### config.mk
export PLATFORM = sky130hd
export DESIGN_NAME = main_fifo_reader
export DESIGN_NICKNAME = d
export VERILOG_FILES = /design/src/rtl/main_fifo_reader_pkg.sv /design/src/rtl/vc_word_router.sv /design/src/rtl/main_fifo_reader.sv
export SDC_FILE = /design/constraint.sdc
export NUM_CORES = 1
export LEC_CHECK = 0
export CELL_PAD_IN_SITES_DETAIL_PLACEMENT = 0
export CELL_PAD_IN_SITES_GLOBAL_PLACEMENT = 1
export CORE_MARGIN = 2
export CORE_UTILIZATION = 24
export CTS_CLUSTER_DIAMETER = 100
export CTS_CLUSTER_SIZE = 14
export DETAILED_ROUTE_END_ITERATION = 16
export PLACE_DENSITY = 0.7
export SKIP_CTS_REPAIR_TIMING = 1
export SYNTH_ARGS = -nofsm -noshare
export SYNTH_HDL_FRONTEND = slang
export SYNTH_HIERARCHICAL = 1
export SYNTH_SLANG_ARGS = --single-unit
### constraint.sdc
create_clock -name clk -period 1 [get_ports clk]
set_input_delay 0.15 -clock clk [delete_from_list [all_inputs] [get_ports clk]]
set_output_delay 0.15 -clock clk [all_outputs]
set_load 0.005 [all_outputs]
### src/rtl/main_fifo_reader_pkg.sv
// Shared constants for the main FIFO drain path: FSM state encoding and statistics counter width.
package main_fifo_reader_pkg;

  localparam int STATE_W = 2;
  localparam int STATS_W = 8;

  typedef enum logic [STATE_W-1:0] {
    ST_RESET  = 2'd0,
    ST_INIT   = 2'd1,
    ST_ACTIVE = 2'd2,
    ST_IDLE   = 2'd3
  } state_t;

  // Saturating increment for the per-VC word counters.
  function automatic logic [STATS_W-1:0] sat_inc(input logic [STATS_W-1:0] value);
    return (&value) ? value : value + 1'b1;
  endfunction

endpackage

### src/rtl/vc_word_router.sv
// Captures the word returned one cycle after a pop and steers it to VC0 or VC1 with a registered
// strobe; a word whose destination is full is dropped and latches a sticky overflow flag.
module vc_word_router #(
  parameter int DATA_WIDTH = 6,
  parameter int VC_BIT     = 5
) (
  input  logic                  clk,
  input  logic                  reset,
  input  logic                  rd_en,
  input  logic [DATA_WIDTH-1:0] main_data,
  input  logic                  vc0_full,
  input  logic                  vc1_full,
  output logic                  vc0_wr_en,
  output logic                  vc1_wr_en,
  output logic [DATA_WIDTH-1:0] vc_data,
  output logic                  overflow_error,
  output logic                  pending
);

  logic                  pending_reg;
  logic [1:0]            wr_en_reg;
  logic [1:0]            wr_hit;
  logic [1:0]            vc_full;
  logic [DATA_WIDTH-1:0] vc_data_reg;
  logic                  overflow_reg;
  logic                  sel;

  assign sel     = main_data[VC_BIT];
  assign vc_full = {vc1_full, vc0_full};

  genvar gi;
  generate
    for (gi = 0; gi < 2; gi++) begin : g_vc
      assign wr_hit[gi] = pending_reg && (sel == 1'(gi)) && !vc_full[gi];
    end
  endgenerate

  always_ff @(posedge clk) begin
    if (reset) begin
      pending_reg  <= 1'b0;
      wr_en_reg    <= 2'b00;
      vc_data_reg  <= '0;
      overflow_reg <= 1'b0;
    end else begin
      pending_reg <= rd_en;
      wr_en_reg   <= wr_hit;
      if (|wr_hit) begin
        vc_data_reg <= main_data;
      end
      // Selected VC full: the word is lost, so remember it until the next reset.
      if (pending_reg && vc_full[sel]) begin
        overflow_reg <= 1'b1;
      end
    end
  end

  assign vc0_wr_en      = wr_en_reg[0];
  assign vc1_wr_en      = wr_en_reg[1];
  assign vc_data        = vc_data_reg;
  assign overflow_error = overflow_reg;
  assign pending        = pending_reg;

endmodule

### src/rtl/main_fifo_reader.sv
// Main FIFO drain: FSM and pop gating, with word routing delegated to vc_word_router.
// Define MAIN_FIFO_READER_STATS_EN to add saturating per-VC word counters (vc0_count, vc1_count).
module main_fifo_reader
  import main_fifo_reader_pkg::*;
#(
  parameter int DATA_WIDTH = 6,
  parameter int VC_BIT     = 5
) (
  input  logic                  clk,
  input  logic                  reset,
  input  logic                  init,
  input  logic                  main_empty,
  input  logic [DATA_WIDTH-1:0] main_data,
  input  logic                  vc0_almost_full,
  input  logic                  vc1_almost_full,
  input  logic                  vc0_full,
  input  logic                  vc1_full,
  output logic                  main_rd_en,
  output logic                  vc0_wr_en,
  output logic                  vc1_wr_en,
  output logic [DATA_WIDTH-1:0] vc_data,
  output logic                  idle,
  output logic                  overflow_error,
  output logic [STATE_W-1:0]    state
`ifdef MAIN_FIFO_READER_STATS_EN
  ,
  output logic [STATS_W-1:0]    vc0_count,
  output logic [STATS_W-1:0]    vc1_count
`endif
);

  state_t state_reg;
  state_t state_next;
  logic   pending;

  always_ff @(posedge clk) begin
    if (reset) begin
      state_reg <= ST_RESET;
    end else begin
      state_reg <= state_next;
    end
  end

  always_comb begin
    state_next = state_reg;
    if (state_reg == ST_RESET) begin
      state_next = ST_INIT;
    end else if (init) begin
      state_next = ST_INIT;
    end else begin
      case (state_reg)
        ST_INIT:   state_next = main_empty ? ST_IDLE : ST_ACTIVE;
        // Leave ACTIVE only once every popped word has been written out.
        ST_ACTIVE: if (main_empty && !pending && !vc0_wr_en && !vc1_wr_en) state_next = ST_IDLE;
        ST_IDLE:   if (!main_empty) state_next = ST_ACTIVE;
        default:   state_next = ST_INIT;
      endcase
    end
  end

  // Destination is unknown until the data returns, so either almost-full stalls the pop.
  assign main_rd_en = (state_reg == ST_ACTIVE) && !main_empty &&
                      !vc0_almost_full && !vc1_almost_full;
  assign idle  = (state_reg == ST_IDLE);
  assign state = state_reg;

  vc_word_router #(
    .DATA_WIDTH (DATA_WIDTH),
    .VC_BIT     (VC_BIT)
  ) u_router (
    .clk            (clk),
    .reset          (reset),
    .rd_en          (main_rd_en),
    .main_data      (main_data),
    .vc0_full       (vc0_full),
    .vc1_full       (vc1_full),
    .vc0_wr_en      (vc0_wr_en),
    .vc1_wr_en      (vc1_wr_en),
    .vc_data        (vc_data),
    .overflow_error (overflow_error),
    .pending        (pending)
  );

`ifdef MAIN_FIFO_READER_STATS_EN
  logic [STATS_W-1:0] vc0_count_reg;
  logic [STATS_W-1:0] vc1_count_reg;

  always_ff @(posedge clk) begin
    if (reset) begin
      vc0_count_reg <= '0;
      vc1_count_reg <= '0;
    end else begin
      if (vc0_wr_en) vc0_count_reg <= sat_inc(vc0_count_reg);
      if (vc1_wr_en) vc1_count_reg <= sat_inc(vc1_count_reg);
    end
  end

  assign vc0_count = vc0_count_reg;
  assign vc1_count = vc1_count_reg;
`else
  // Statistics counters are not built in this configuration.
`endif

endmodule
==> results.cfg <==
[status]
status = finished, violations left
violations = setup timing

[synthesis]
synth.most_common_cell = dfxtp_1
synth_top_cell_by_area = dfxtp_1
async_flop_share = 0
synth_cells = 49
ys_warn_count = 6
synth_area_leaders = dfxtp_1, nand4b_1, o21ai_2
yosys_most_used_dff = dfxtp_1
syn_area_um2 = 510
synth-seq-cells = 12
synth_common_cells = dfxtp_1, nand2b_1, nand4b_1, o21ai_2
syn_area_per_cell_um2 = 10.4
yosysTopAreaCellShare = 0.471
synth_nets = 63
seq_area_frac_synth = 0.471
synth_edf_count = 0
synth.distinct_cells = 20

[sta]
finClkSkew_ns = 0.00904
tightestPinTransition_ns = 0.236
finalHoldViolations = 0
setup_viol = 6
rsz0062_at_grt = yes
period_needed_ns = 1.33
slew_violations = 0
fmax_mhz = 750
fin_ws_ns = -0.333
period_share = 1.33
maxSlewHeadroom = 0.840

[placed_design]
gp_congestion = 0.646
dpl.cell_count = 111
hpwl_um = 920
placed_area_um2 = 877
port_buffers = 26

[setup_path]
path_class = register to output pin
crit_fanout = 2
start_kind = register
path_cells = nand2b_4, nor4_4, buf_4, buf_6
cp_data_required_time_ns = 0.85
critical-path-top-delay-family = flip-flops
worstPathBufferInverterCount = 2
cpMaxStageDelayCell = dfxtp_2
crit_path_max_incr_delay_ns = 0.36
setup.worst_path.end_class = output pin
crit_arrival_ns = 1.18

[cells_and_area]
fillers = 193
final_cells = 117
largest_register_ffs = 6
drive_above_1_share = 0.478
area_growth_syn_to_layout_pct = 96.1
final_area_mm2 = 0.00100
num-nets-final = 105
diodes = 0

[pwr]
switchingPower_uw = 220
pwr-share-seq = 0.472
irDropWorstVdd_v = 0.000897
leakagePower_nw = 0.560
clockPowerShare = 0.373
p_comb_frac = 0.155
intPower_uw = 815
pwr_density_cell_mw_per_mm2 = 1030
swShare = 0.213

[clocking]
path_clk_slew_ns = 0.08
htree_levels = 1
cts_root_buf = clkbuf_4
insertion_delay_ns = 0.27
clockBufferDepth = 2
clkSinkCount = 12
cts_made_buffers = 3
cts_tree = built

[drt]
dr.pass1.iters = 3
drc = 0
antenna_left = 0
wire_per_inst_um = 10.9
vias_per_cell = 4.46
via_count = 522
drt_iter0_markers = 5
drt_wl_total_um = 1270

[die]
core-area_mm2 = 0.00198
initial_utilization = 0.258
fp-row-count = 16
die_y_um = 50.1
die_area_mm2 = 0.00251
io_pins = 27
die_w_um = 50.1

[global_route]
antenna_found_initial = 0
overflow = 0
grt_pass1_vias = 487
grt_max_degree = 10
grt_pass1_wl_um = 1970
grt_use_total = 0.105

[hold_path]
hold_path_class = input port to register

[flow_run]
maxCapViolations = 0
==> final timing paths <==
check	end	startpoint	cells after the start	slack, ns
worst max-delay path	main_rd_en	state[1]$_SDFFE_PP0P_	4	-0.33
worst min-delay path	u_router/wr_en_reg[0]$_SDFF_PP0_	main_data[5]	3	0.22
worst max register to register	state[0]$_SDFFE_PP0P_	state[1]$_SDFFE_PP0P_	4	-0.08
worst min register to register	u_router/vc_data[1]$_SDFFE_PP0P_	u_router/vc_data[1]$_SDFFE_PP0P_	2	0.47
==> placed cells by master (no fill, tap or decap), drive strengths merged <==
| master | instances |
|---|---|
| or2 | 1 |
| nand2b | 6 |
| and2 | 2 |
| o21ba | 1 |
| nor4 | 2 |
| buf | 15 |
| clkdlybuf4s50 | 11 |
| nor4b | 1 |
| nor2b | 2 |
| inv | 1 |
| nor3b | 2 |
| o21ai | 7 |
| nor2 | 2 |
| a221oi | 1 |
| dfxtp | 12 |
| dlymetal6s2s | 11 |
| nand4b | 5 |
| clkbuf | 5 |
| or3 | 1 |
| mux2i | 1 |
| a21oi | 1 |
==> layer usage <==
metal / GRT usage / vias up / share of wire
li1: - / 265 / -
met1: 0.126 / 238 / 0.43
met2: 0.164 / 19 / 0.49
met3: 0.0515 / 0 / 0.081
met4: 0.0278 / 0 / 0
met5: 0 / - / 0
==> cell families (layout without fill, tap and decap cells) <==
family | after synthesis | in the layout | share of synthesized area
mux | 1 | 1 | 0.0270
compound gates | 10 | 10 | 0.164
simple gates | 24 | 24 | 0.324
buf+inv | 2 | 43 | 0.0147
flops | 12 | 12 | 0.471
==> power by group through the flow <==
stage	Sequential, mW	Clock [mW]	Combinational, mW
after floorplan	0.500	0	0.0332
after global placement	0.497	0	0.141
after detailed placement	0.497	0	0.140
after CTS	0.486	0.404	0.141
after global routing	0.489	0.428	0.174
final	0.488	0.386	0.161
==> metrics by stage <==
stage	setup TNS (ns)	hold slack, ns	power, mW	util	worst slack (ns)
after floorplan	0	0.216	0.533	-	0.0282
after global placement	-3.77	0.464	0.638	0.443	-0.772
after detailed placement	-3.82	0.469	0.637	0.443	-0.741
after CTS	-4.81	0.458	1.03	0.461	-0.757
after global routing	-1.15	0.221	1.09	0.505	-0.436
final	-0.785	0.217	1.03	0.505	-0.333
==> final cells by class <==
| type | count | area, µm² | area share |
|---|---|---|---|
| timing repair buffer | 38 | 384 | 0.384 |
| multi-input combinational | 35 | 293 | 0.293 |
| tap | 27 | 33.8 | 0.0338 |
| clock buffer | 4 | 36.3 | 0.0363 |
| sequential | 12 | 250 | 0.250 |
| inverter | 1 | 3.75 | 0.00375 |
==> worst reg2reg max path, delay by kind of cell (launching register included) <==
family	cells	cell delay (ns)
and+or+nand+nor	1	0.22
buffers and inverters	2	0.24
AOI/OAI and AO/OA	1	0.19
DFF	1	0.34
No activity file was read; power rests on OpenSTA's default activity.
